**config.mk**
```make
export PLATFORM = sky130hd
export DESIGN_NAME = hqc_rsdecod_ctrl_flat
export DESIGN_NICKNAME = d
export VERILOG_FILES = /design/src/rtl/hqc_rsdecod_ctrl_if.sv /design/src/rtl/hqc_rsdecod_ctrl.sv /design/src/flat_wrapper.sv
export SDC_FILE = /design/constraint.sdc
export NUM_CORES = 1
export LEC_CHECK = 0
export BUFFER_PORTS_ARGS = -buffer_cell sky130_fd_sc_hd__buf_2
export CAP_MARGIN = 15
export CORE_ASPECT_RATIO = 0.75
export CORE_MARGIN = 2
export CORE_UTILIZATION = 45
export CTS_BUF_LIST = sky130_fd_sc_hd__clkbuf_8 sky130_fd_sc_hd__clkbuf_16
export CTS_CLUSTER_DIAMETER = 200
export DETAILED_ROUTE_END_ITERATION = 16
export PLACE_DENSITY_LB_ADDON = 0.15
export SYNTH_ARGS = -nofsm -noshare
export SYNTH_HDL_FRONTEND = slang
export SYNTH_SLANG_ARGS = --single-unit
```
**constraint.sdc**
```tcl
create_clock -name clk_i -period 1.98 [get_ports clk_i]
set_input_delay 0.594 -clock clk_i [delete_from_list [all_inputs] [get_ports clk_i]]
set_output_delay 0.594 -clock clk_i [all_outputs]
set_load 0.01 [all_outputs]
```
**src/rtl/hqc_rsdecod_ctrl_if.sv**
```systemverilog
// Link between the RS decode sequencer (master) and the HQC Reed-Solomon decoder core (slave).
interface hqc_rsdecod_ctrl_if #(
    parameter int PARAM_K = 16
);
    logic                 dec_start_o;
    logic [7:0]           dec_din_o;
    logic                 dec_din_valid_o;
    logic                 dec_din_done_o;
    logic                 dec_done_i;
    logic [8*PARAM_K-1:0] dec_msg_i;

    modport master (
        output dec_start_o, dec_din_o, dec_din_valid_o, dec_din_done_o,
        input  dec_done_i, dec_msg_i
    );

    modport slave (
        input  dec_start_o, dec_din_o, dec_din_valid_o, dec_din_done_o,
        output dec_done_i, dec_msg_i
    );
endinterface

```
**src/rtl/hqc_rsdecod_ctrl.sv**
```systemverilog
// Sequencer around the HQC RS decoder core: streams N1 codeword bytes in, holds the K-byte message out.
// Defining HQC_RSDEC_TIMEOUT_EN adds a watchdog that aborts a decode stuck waiting for the core.
module hqc_rsdecod_ctrl #(
    parameter int PARAM_SECURITY = 128,
    parameter int PARAM_K        = (PARAM_SECURITY == 128) ? 16 :
                                   (PARAM_SECURITY == 192) ? 24 :
                                   (PARAM_SECURITY == 256) ? 32 : 31,
    parameter int PARAM_N1       = (PARAM_SECURITY == 192) ? 56 :
                                   (PARAM_SECURITY == 256) ? 90 : 46,
    parameter int TIMEOUT_CYC    = 4095
) (
    input  logic                 clk_i,
    input  logic                 rst_ni,
    input  logic                 start_i,
    output logic                 busy_o,
    output logic                 done_o,
    output logic                 err_o,
    input  logic [7:0]           cw_byte_i,
    input  logic                 cw_valid_i,
    output logic                 cw_ready_o,
    hqc_rsdecod_ctrl_if.master   dec_if,
    output logic [8*PARAM_K-1:0] msg_o,
    output logic                 msg_valid_o,
    input  logic                 msg_ready_i
);
    localparam logic [6:0] N1_C = 7'(PARAM_N1);

    typedef enum logic [2:0] {S_IDLE, S_START, S_FEED, S_WAIT, S_HOLD} state_e;

    state_e               state_q, state_d;
    logic [6:0]           cnt_q, cnt_d;
    logic                 dec_start_q, dec_start_d;
    logic [7:0]           din_q, din_d;
    logic                 din_valid_q, din_valid_d;
    logic                 din_done_q, din_done_d;
    logic [8*PARAM_K-1:0] msg_q, msg_d;
    logic                 msg_valid_q, msg_valid_d;
    logic                 done_q, done_d;
    logic                 cw_accept;
    logic                 timeout;

    assign cw_ready_o = (state_q == S_FEED) && (cnt_q < N1_C);
    assign cw_accept  = cw_ready_o && cw_valid_i;

    always_comb begin
        state_d     = state_q;
        cnt_d       = cnt_q;
        dec_start_d = 1'b0;
        din_d       = din_q;
        din_valid_d = 1'b0;
        din_done_d  = 1'b0;
        msg_d       = msg_q;
        msg_valid_d = msg_valid_q;
        done_d      = 1'b0;
        unique case (state_q)
            S_IDLE: begin
                if (start_i) begin
                    state_d     = S_START;
                    dec_start_d = 1'b1;
                end
            end
            S_START: begin
                cnt_d   = '0;
                state_d = S_FEED;
            end
            S_FEED: begin
                if (cw_accept) begin
                    din_d       = cw_byte_i;
                    din_valid_d = 1'b1;
                    cnt_d       = cnt_q + 7'd1;
                end
                // Last byte is on dec_din_o this cycle; the done marker follows it.
                if ((cnt_q == N1_C) && din_valid_q) begin
                    din_done_d = 1'b1;
                    state_d    = S_WAIT;
                end
            end
            S_WAIT: begin
                if (dec_if.dec_done_i) begin
                    msg_d       = dec_if.dec_msg_i;
                    msg_valid_d = 1'b1;
                    state_d     = S_HOLD;
                end else if (timeout) begin
                    state_d = S_IDLE;
                end
            end
            S_HOLD: begin
                if (msg_ready_i) begin
                    msg_valid_d = 1'b0;
                    done_d      = 1'b1;
                    state_d     = S_IDLE;
                end
            end
            default: state_d = S_IDLE;
        endcase
    end

    always_ff @(posedge clk_i or negedge rst_ni) begin
        if (!rst_ni) begin
            state_q     <= S_IDLE;
            cnt_q       <= '0;
            dec_start_q <= 1'b0;
            din_q       <= '0;
            din_valid_q <= 1'b0;
            din_done_q  <= 1'b0;
            msg_q       <= '0;
            msg_valid_q <= 1'b0;
            done_q      <= 1'b0;
        end else begin
            state_q     <= state_d;
            cnt_q       <= cnt_d;
            dec_start_q <= dec_start_d;
            din_q       <= din_d;
            din_valid_q <= din_valid_d;
            din_done_q  <= din_done_d;
            msg_q       <= msg_d;
            msg_valid_q <= msg_valid_d;
            done_q      <= done_d;
        end
    end

`ifdef HQC_RSDEC_TIMEOUT_EN
    logic [11:0] wd_q, wd_d;
    logic        err_q, err_d;

    // Counter reads zero on the first WAIT cycle, so the abort lands TIMEOUT_CYC cycles after entry.
    assign timeout = (state_q == S_WAIT) && (wd_q == 12'(TIMEOUT_CYC - 1));

    always_comb begin
        wd_d  = (state_q == S_WAIT) ? (wd_q + 12'd1) : 12'd0;
        err_d = timeout && !dec_if.dec_done_i;
    end

    always_ff @(posedge clk_i or negedge rst_ni) begin
        if (!rst_ni) begin
            wd_q  <= '0;
            err_q <= 1'b0;
        end else begin
            wd_q  <= wd_d;
            err_q <= err_d;
        end
    end

    assign err_o = err_q;
`else
    logic unused_timeout_cyc;
    assign unused_timeout_cyc = ^TIMEOUT_CYC;
    assign timeout            = 1'b0;
    assign err_o              = 1'b0;
`endif

    assign busy_o                 = (state_q != S_IDLE);
    assign done_o                 = done_q;
    assign msg_o                  = msg_q;
    assign msg_valid_o            = msg_valid_q;
    assign dec_if.dec_start_o     = dec_start_q;
    assign dec_if.dec_din_o       = din_q;
    assign dec_if.dec_din_valid_o = din_valid_q;
    assign dec_if.dec_din_done_o  = din_done_q;
endmodule

```
**src/flat_wrapper.sv**
```systemverilog
// flat-port wrapper written by rule: the top's interface ports become plain ports
module hqc_rsdecod_ctrl_flat 
#(
    parameter int PARAM_SECURITY = 128,
    parameter int PARAM_K        = (PARAM_SECURITY == 128) ? 16 :
                                   (PARAM_SECURITY == 192) ? 24 :
                                   (PARAM_SECURITY == 256) ? 32 : 31,
    parameter int PARAM_N1       = (PARAM_SECURITY == 192) ? 56 :
                                   (PARAM_SECURITY == 256) ? 90 : 46,
    parameter int TIMEOUT_CYC    = 4095
)
  (clk_i, rst_ni, start_i, busy_o, done_o, err_o, cw_byte_i, cw_valid_i, cw_ready_o, msg_o, msg_valid_o, msg_ready_i, dec_if_dec_start_o, dec_if_dec_din_o, dec_if_dec_din_valid_o, dec_if_dec_din_done_o, dec_if_dec_done_i, dec_if_dec_msg_i);
  hqc_rsdecod_ctrl_if #(.PARAM_K(PARAM_K)) dec_if_i ();
  input  logic clk_i;
  input  logic rst_ni;
  input  logic start_i;
  output logic busy_o;
  output logic done_o;
  output logic err_o;
  input  logic [7:0] cw_byte_i;
  input  logic cw_valid_i;
  output logic cw_ready_o;
  output logic [8*PARAM_K-1:0] msg_o;
  output logic msg_valid_o;
  input  logic msg_ready_i;
  output wire logic [$bits(dec_if_i.dec_start_o)-1:0] dec_if_dec_start_o;
  output wire logic [$bits(dec_if_i.dec_din_o)-1:0] dec_if_dec_din_o;
  output wire logic [$bits(dec_if_i.dec_din_valid_o)-1:0] dec_if_dec_din_valid_o;
  output wire logic [$bits(dec_if_i.dec_din_done_o)-1:0] dec_if_dec_din_done_o;
  input wire logic [$bits(dec_if_i.dec_done_i)-1:0] dec_if_dec_done_i;
  input wire logic [$bits(dec_if_i.dec_msg_i)-1:0] dec_if_dec_msg_i;
  assign dec_if_dec_start_o = dec_if_i.dec_start_o;
  assign dec_if_dec_din_o = dec_if_i.dec_din_o;
  assign dec_if_dec_din_valid_o = dec_if_i.dec_din_valid_o;
  assign dec_if_dec_din_done_o = dec_if_i.dec_din_done_o;
  assign dec_if_i.dec_done_i = dec_if_dec_done_i;
  assign dec_if_i.dec_msg_i = dec_if_dec_msg_i;
  hqc_rsdecod_ctrl #(.PARAM_SECURITY(PARAM_SECURITY), .PARAM_K(PARAM_K), .PARAM_N1(PARAM_N1), .TIMEOUT_CYC(TIMEOUT_CYC)) u_core (.clk_i(clk_i), .rst_ni(rst_ni), .start_i(start_i), .busy_o(busy_o), .done_o(done_o), .err_o(err_o), .cw_byte_i(cw_byte_i), .cw_valid_i(cw_valid_i), .cw_ready_o(cw_ready_o), .dec_if(dec_if_i), .msg_o(msg_o), .msg_valid_o(msg_valid_o), .msg_ready_i(msg_ready_i));
endmodule
```
# Word-level counts from Yosys, hierarchy flattened
# Index checks and enable logic that the tools add are counted.
# totals
ff_bits	151
inputBits	142
output_inout_bits	144
word_cells	51
# classes
addsub	1
magnitude_cmp	1
eq_ne	10
mux	18
reduce_logical	12
# ops
op	count
3-bit case mux with 5 select lines	1
7-bit case mux with 2 select lines	1
3-bit two-way mux	4
1-bit two-way mux	10
2-bit inequality test, second input constant	4
7-bit by 1-bit adder with 7-bit output, second input constant	1
7-bit by 6-bit == test with 1-bit output, second input constant	1
7-bit by 6-bit < comparator with 1-bit output, second input constant	1
7-bit two-way mux	1
3-bit by 2-bit == test with 1-bit output, second input constant	2
2-bit AND reduction	3
4-bit AND reduction	1
2-bit nonzero test	2
3-bit by 1-bit == test with 1-bit output, second input constant	1
3-bit == test, second input constant	1
1-bit logical AND	3
3-bit logical NOT	1
3-bit AND reduction	1
3-bit nonzero test	1
2-bit by 1-bit inequality test with 1-bit output, second input constant	1
1-bit case mux with 2 select lines	1

# Longest topological paths before layout
# depth
ltp_word	5
ltp_mapped	6
depth_no_buf	4

# Least setup slack after synthesis
# Ideal clock, no wire load.
# synth_timing
path_type	register to register
start	register u_core.state_q[2]
end	register u_core.din_q[1] (netlist: u_core.dec_if.dec_din_o[1])
setup_time_ns	0.125
t_arrival_ns	1.770
required_time_ns	1.855
slack_ns	0.085
stages_incl_launch_ff	6
path_buffers	1
period_less_slack_ns	1.895
path_cell_list	dfrtp_1 > or3b_4 > a211oi_4 > nand2_4 > buf_6 > mux2_4
# synth_via
elab_chain_cells	4
# synth_lines
item	line_no	rtl
from (decl)	hqc_rsdecod_ctrl.sv:30	state_e state_q, state_d;
from (signal assigned)	hqc_rsdecod_ctrl.sv:110	state_q <= state_d;
3-bit by 2-bit == test with 1-bit output	hqc_rsdecod_ctrl.sv:42	assign cw_ready_o = (state_q == S_FEED) && (cnt_q < N1_C);
1-bit logical AND	hqc_rsdecod_ctrl.sv:42	
named net cw_ready_o	flat_wrapper.sv:22	output logic cw_ready_o;
1-bit logical AND	hqc_rsdecod_ctrl.sv:43	assign cw_accept = cw_ready_o && cw_valid_i;
2-bit AND reduction (no line)	-	
to (signal assigned)	hqc_rsdecod_ctrl.sv:113	din_q <= din_d;
to (decl)	hqc_rsdecod_ctrl.sv:33	logic [7:0] din_q, din_d;
# The timed path passes the listed nets, and every way through them passes these cells.
# A chain may end at the register's enable or synchronous reset.

# Worst setup path in the final report
# layout_timing
start	register u_core.state_q[0]
end	output port cw_ready_o
# layout_via
elab_chain_cells	2
# layout_lines
item	line_no
3-bit by 2-bit == test with 1-bit output	hqc_rsdecod_ctrl.sv:42
1-bit logical AND	hqc_rsdecod_ctrl.sv:42
to (decl)	flat_wrapper.sv:22
# No other way between the ends.

==> results.yml <==
status:
  violations_in_the_final_reports: "negative setup slack"
  run_status: "finished with violations"
pwr:
  ir_worst_vdd_uv: 1080
  power_leakage_uw: 0.00419
  power_density_nw_per_um2: 1710
floorplan:
  chipWidth_um: 135
  die_height_um: 102
  io_pins: 286
  die_area_um2: 13800
  start_util: 0.466
  core_area_um2: 12400
  floorplan.rows: 35
timing:
  final_period_minus_worst_setup_slack_ns: 2.14
  rsz0062_at_grt: "yes"
  fmax_ghz: 0.468
  final-max-slew-violation-count: 0
  fin_skew_ns: 0.00551
  final.period_utilization: 1.08
  setup-violations-final: 2
  timing.final.hold_violations: 0
  layout_setup_ws_ns: -0.159
clock_network:
  worstSkewPairLatency_ns: 0.40
  clock_tree.htree_level_count: 4
  cts_tree: "yes"
  clk_root_buffer_cell: "sky130_fd_sc_hd__clkbuf_16"
  cts.sink_count: 151
  clk_path_buf_depth: 2
  num_cts_buffers: 17
  cts_hold_buffers: 0
  clk_pin_slew_worst_paths_ns: 0.06
cells_and_area:
  num-nets-final: 807
  final_core_utilization: 0.658
  area_growth_syn_to_layout_pct: 41.0
  share_of_layout_cells_above_drive_strength_1: 0.701
  instances_no_fill: 842
run:
  cap_viol_max_count: 0
yosys:
  yosysWarningCount: 0
  synth_top_area_cell: "sky130_fd_sc_hd__dfrtp_1"
  post_synthesis_average_cell_area_um2: 16.0
  synthDistinctLibCells: 36
  synth-seq-cells: 151
  synthFlopType: "sky130_fd_sc_hd__dfrtp_1"
  count_of_flip_flops_with_a_built_in_enable_after_synthesis: 0
  synth.top_cells.by_area: "sky130_fd_sc_hd__dfrtp_1 (65%), sky130_fd_sc_hd__mux2_2 (25%), sky130_fd_sc_hd__mux2_4 (1.6%), sky130_fd_sc_hd__buf_2 (0.86%), sky130_fd_sc_hd__mux2i_1 (0.52%)"
  synth.yosys.seq_area_share: 0.651
  syn-instance-count: 363
  synthesis.area_um2: 5800
  async_s_r_ff_share_synth: 1.00
  yosys-top-cells-count: "sky130_fd_sc_hd__dfrtp_1 (151), sky130_fd_sc_hd__mux2_2 (130), sky130_fd_sc_hd__buf_2 (10)"
  synthesis.nets: 507
  yosys.area.top_type_share: 0.651
  post-synth-top-count-cell: "sky130_fd_sc_hd__dfrtp_1"
placement:
  globalplace.congestion: 0.815
  port-buffer-count: 284
  dp_hpwl_um: 10300
  dpl.cell_count: 807
worst_setup_path:
  cp_startpoint_kind: "register"
  worst-endpoint-arrival_ns: 1.54
  critical_path.max_fanout: 2
  critPathRequiredTime_ns: 1.39
  r2r_slack_ns: 0.12
  endpoint_kind: "primary output"
  critical_setup_path_kind: "reg2out"
global_routing:
  grt_max_degree: 70
  grt-ovfl-total: 0
  combined_global_route_utilization_of_all_metal_layers: 0.199
  grt_antenna_before_repair: 0
  first_global_vias: 4186
  first_pass_grt_wire_length_um: 20800
drt:
  detailedRoute.firstIterationViolations: 72
  routedWlPerCell_um: 16.3
  final_antenna_net_count: 0
  vias: 4049
  totalWireLength_um: 13700
  drt_first_pass_iters: 5
  remaining_drc_errors: 0
  vias_per_cell: 4.81
min_path:
  timing.hold.worst.class: "in2async"
==> layout make-up <==
cell class / count / area [µm²]
clock buffers: 17 / 425
clock inverters: 14 / 209
repair buffers: 298 / 1590
well taps: 166 / 208
flip-flops and latches: 151 / 3780
diodes: 1 / 2.50
multi-input cells: 189 / 1940
inverters: 6 / 22.5
fillers: 965 / 4260
==> state kept, by name, summed over array words and instances, names as in the netlist <==
name                           flops
u_core.dec_if.dec_din_o            8
u_core.msg_valid_o                 1
u_core.done_o                      1
u_core.dec_if.dec_din_done_o       1
u_core.dec_if.dec_start_o          1
u_core.state_q                     3
u_core.cnt_q                       7
u_core.dec_if.dec_din_valid_o      1
u_core.msg_o                     128
==> layer usage <==
layer / share of wire / GRT usage
met2: 0.51 / 0.342
met3: 0.084 / 0.0665
met1: 0.39 / 0.228
met4: 0.020 / 0.0913
met5: 0 / 0
==> cells by family after synthesis <==
logic type	Yosys count	synth area share
other cells	1	0.000646
flops	151	0.651
fa+ha+maj	2	0.00431
simple gates	35	0.0347
mux	139	0.273
buf+inv	23	0.0190
compound gates	11	0.0155
xor+xnor	1	0.00151
==> path summary, 6_finish.rpt <==
kind | from | to | depth (start not counted)
setup / recovery | u_core.state_q[0] | cw_ready_o | 3
hold / removal | rst_ni | u_core.msg_o[113] | 1
setup reg to reg | u_core.cnt_q[4] | u_core.dec_if.dec_din_o[0] | 7
min in group clk_i | start_i | u_core.dec_if.dec_start_o | 3
hold reg to reg | u_core.msg_o[82] | u_core.msg_o[82] | 1
max in group asynchronous | rst_ni | u_core.msg_o[28] | 2
==> repair_timing <==
action	4_1_cts	5_1_grt
gates resized for setup	2	2
endpoints found under the setup margin	2	10
gates cloned	0	0
buffers inserted	2	1
pin swaps	2	1
==> report_power, final <==
part / total, µW / switching (µW) / internal (µW)
logic: 5230 / 2450 / 2780
clock network: 3420 / 1200 / 2220
registers: 5370 / 752 / 4610
total: 14000 / 4410 / 9610
==> per-stage QoR <==
stage | TNS (ns) | setup WS [ns] | total power (µW) | area [µm²] | hold WS (ns)
after floorplan | 0 | 0.0851 | 8290 | 5800 | 0.298
after global placement | 0 | 0.206 | 10400 | 7490 | 0.481
after detailed placement | 0 | 0.164 | 10600 | 7490 | 0.487
after CTS | -0.278 | -0.181 | 14200 | 8150 | 0.0541
after global routing | -0.351 | -0.220 | 14900 | 8180 | 0.0626
final | -0.233 | -0.159 | 14000 | 8180 | 0.0581
==> worst max-delay path, cell delays in order, from the launching register on <==
cell                       delay, ns
sky130_fd_sc_hd__dfrtp_1        0.38
sky130_fd_sc_hd__or3b_4         0.42
sky130_fd_sc_hd__a211oi_4       0.18
sky130_fd_sc_hd__buf_2          0.17
==> cell usage in the layout, fill, tap and decap left out, types with 2 or more instances in the layout <==
cell type,n
sky130_fd_sc_hd__and2_1,2
sky130_fd_sc_hd__a21oi_1,2
sky130_fd_sc_hd__nor2_1,7
sky130_fd_sc_hd__buf_12,4
sky130_fd_sc_hd__clkinv_2,3
sky130_fd_sc_hd__o21ai_0,2
sky130_fd_sc_hd__and3_2,2
sky130_fd_sc_hd__mux2i_1,3
sky130_fd_sc_hd__inv_1,7
sky130_fd_sc_hd__mux2_4,6
sky130_fd_sc_hd__buf_6,2
sky130_fd_sc_hd__dfrtp_1,151
sky130_fd_sc_hd__nor3_1,2
sky130_fd_sc_hd__nand4_1,2
sky130_fd_sc_hd__bufinv_16,5
sky130_fd_sc_hd__nand2_1,7
sky130_fd_sc_hd__clkinv_4,2
sky130_fd_sc_hd__clkinvlp_4,3
sky130_fd_sc_hd__buf_4,10
sky130_fd_sc_hd__clkbuf_16,17
sky130_fd_sc_hd__ha_1,2
sky130_fd_sc_hd__mux2_2,130
sky130_fd_sc_hd__buf_2,282
sky130_fd_sc_hd__nand3_1,4
(Power assumes the default switching activity.)
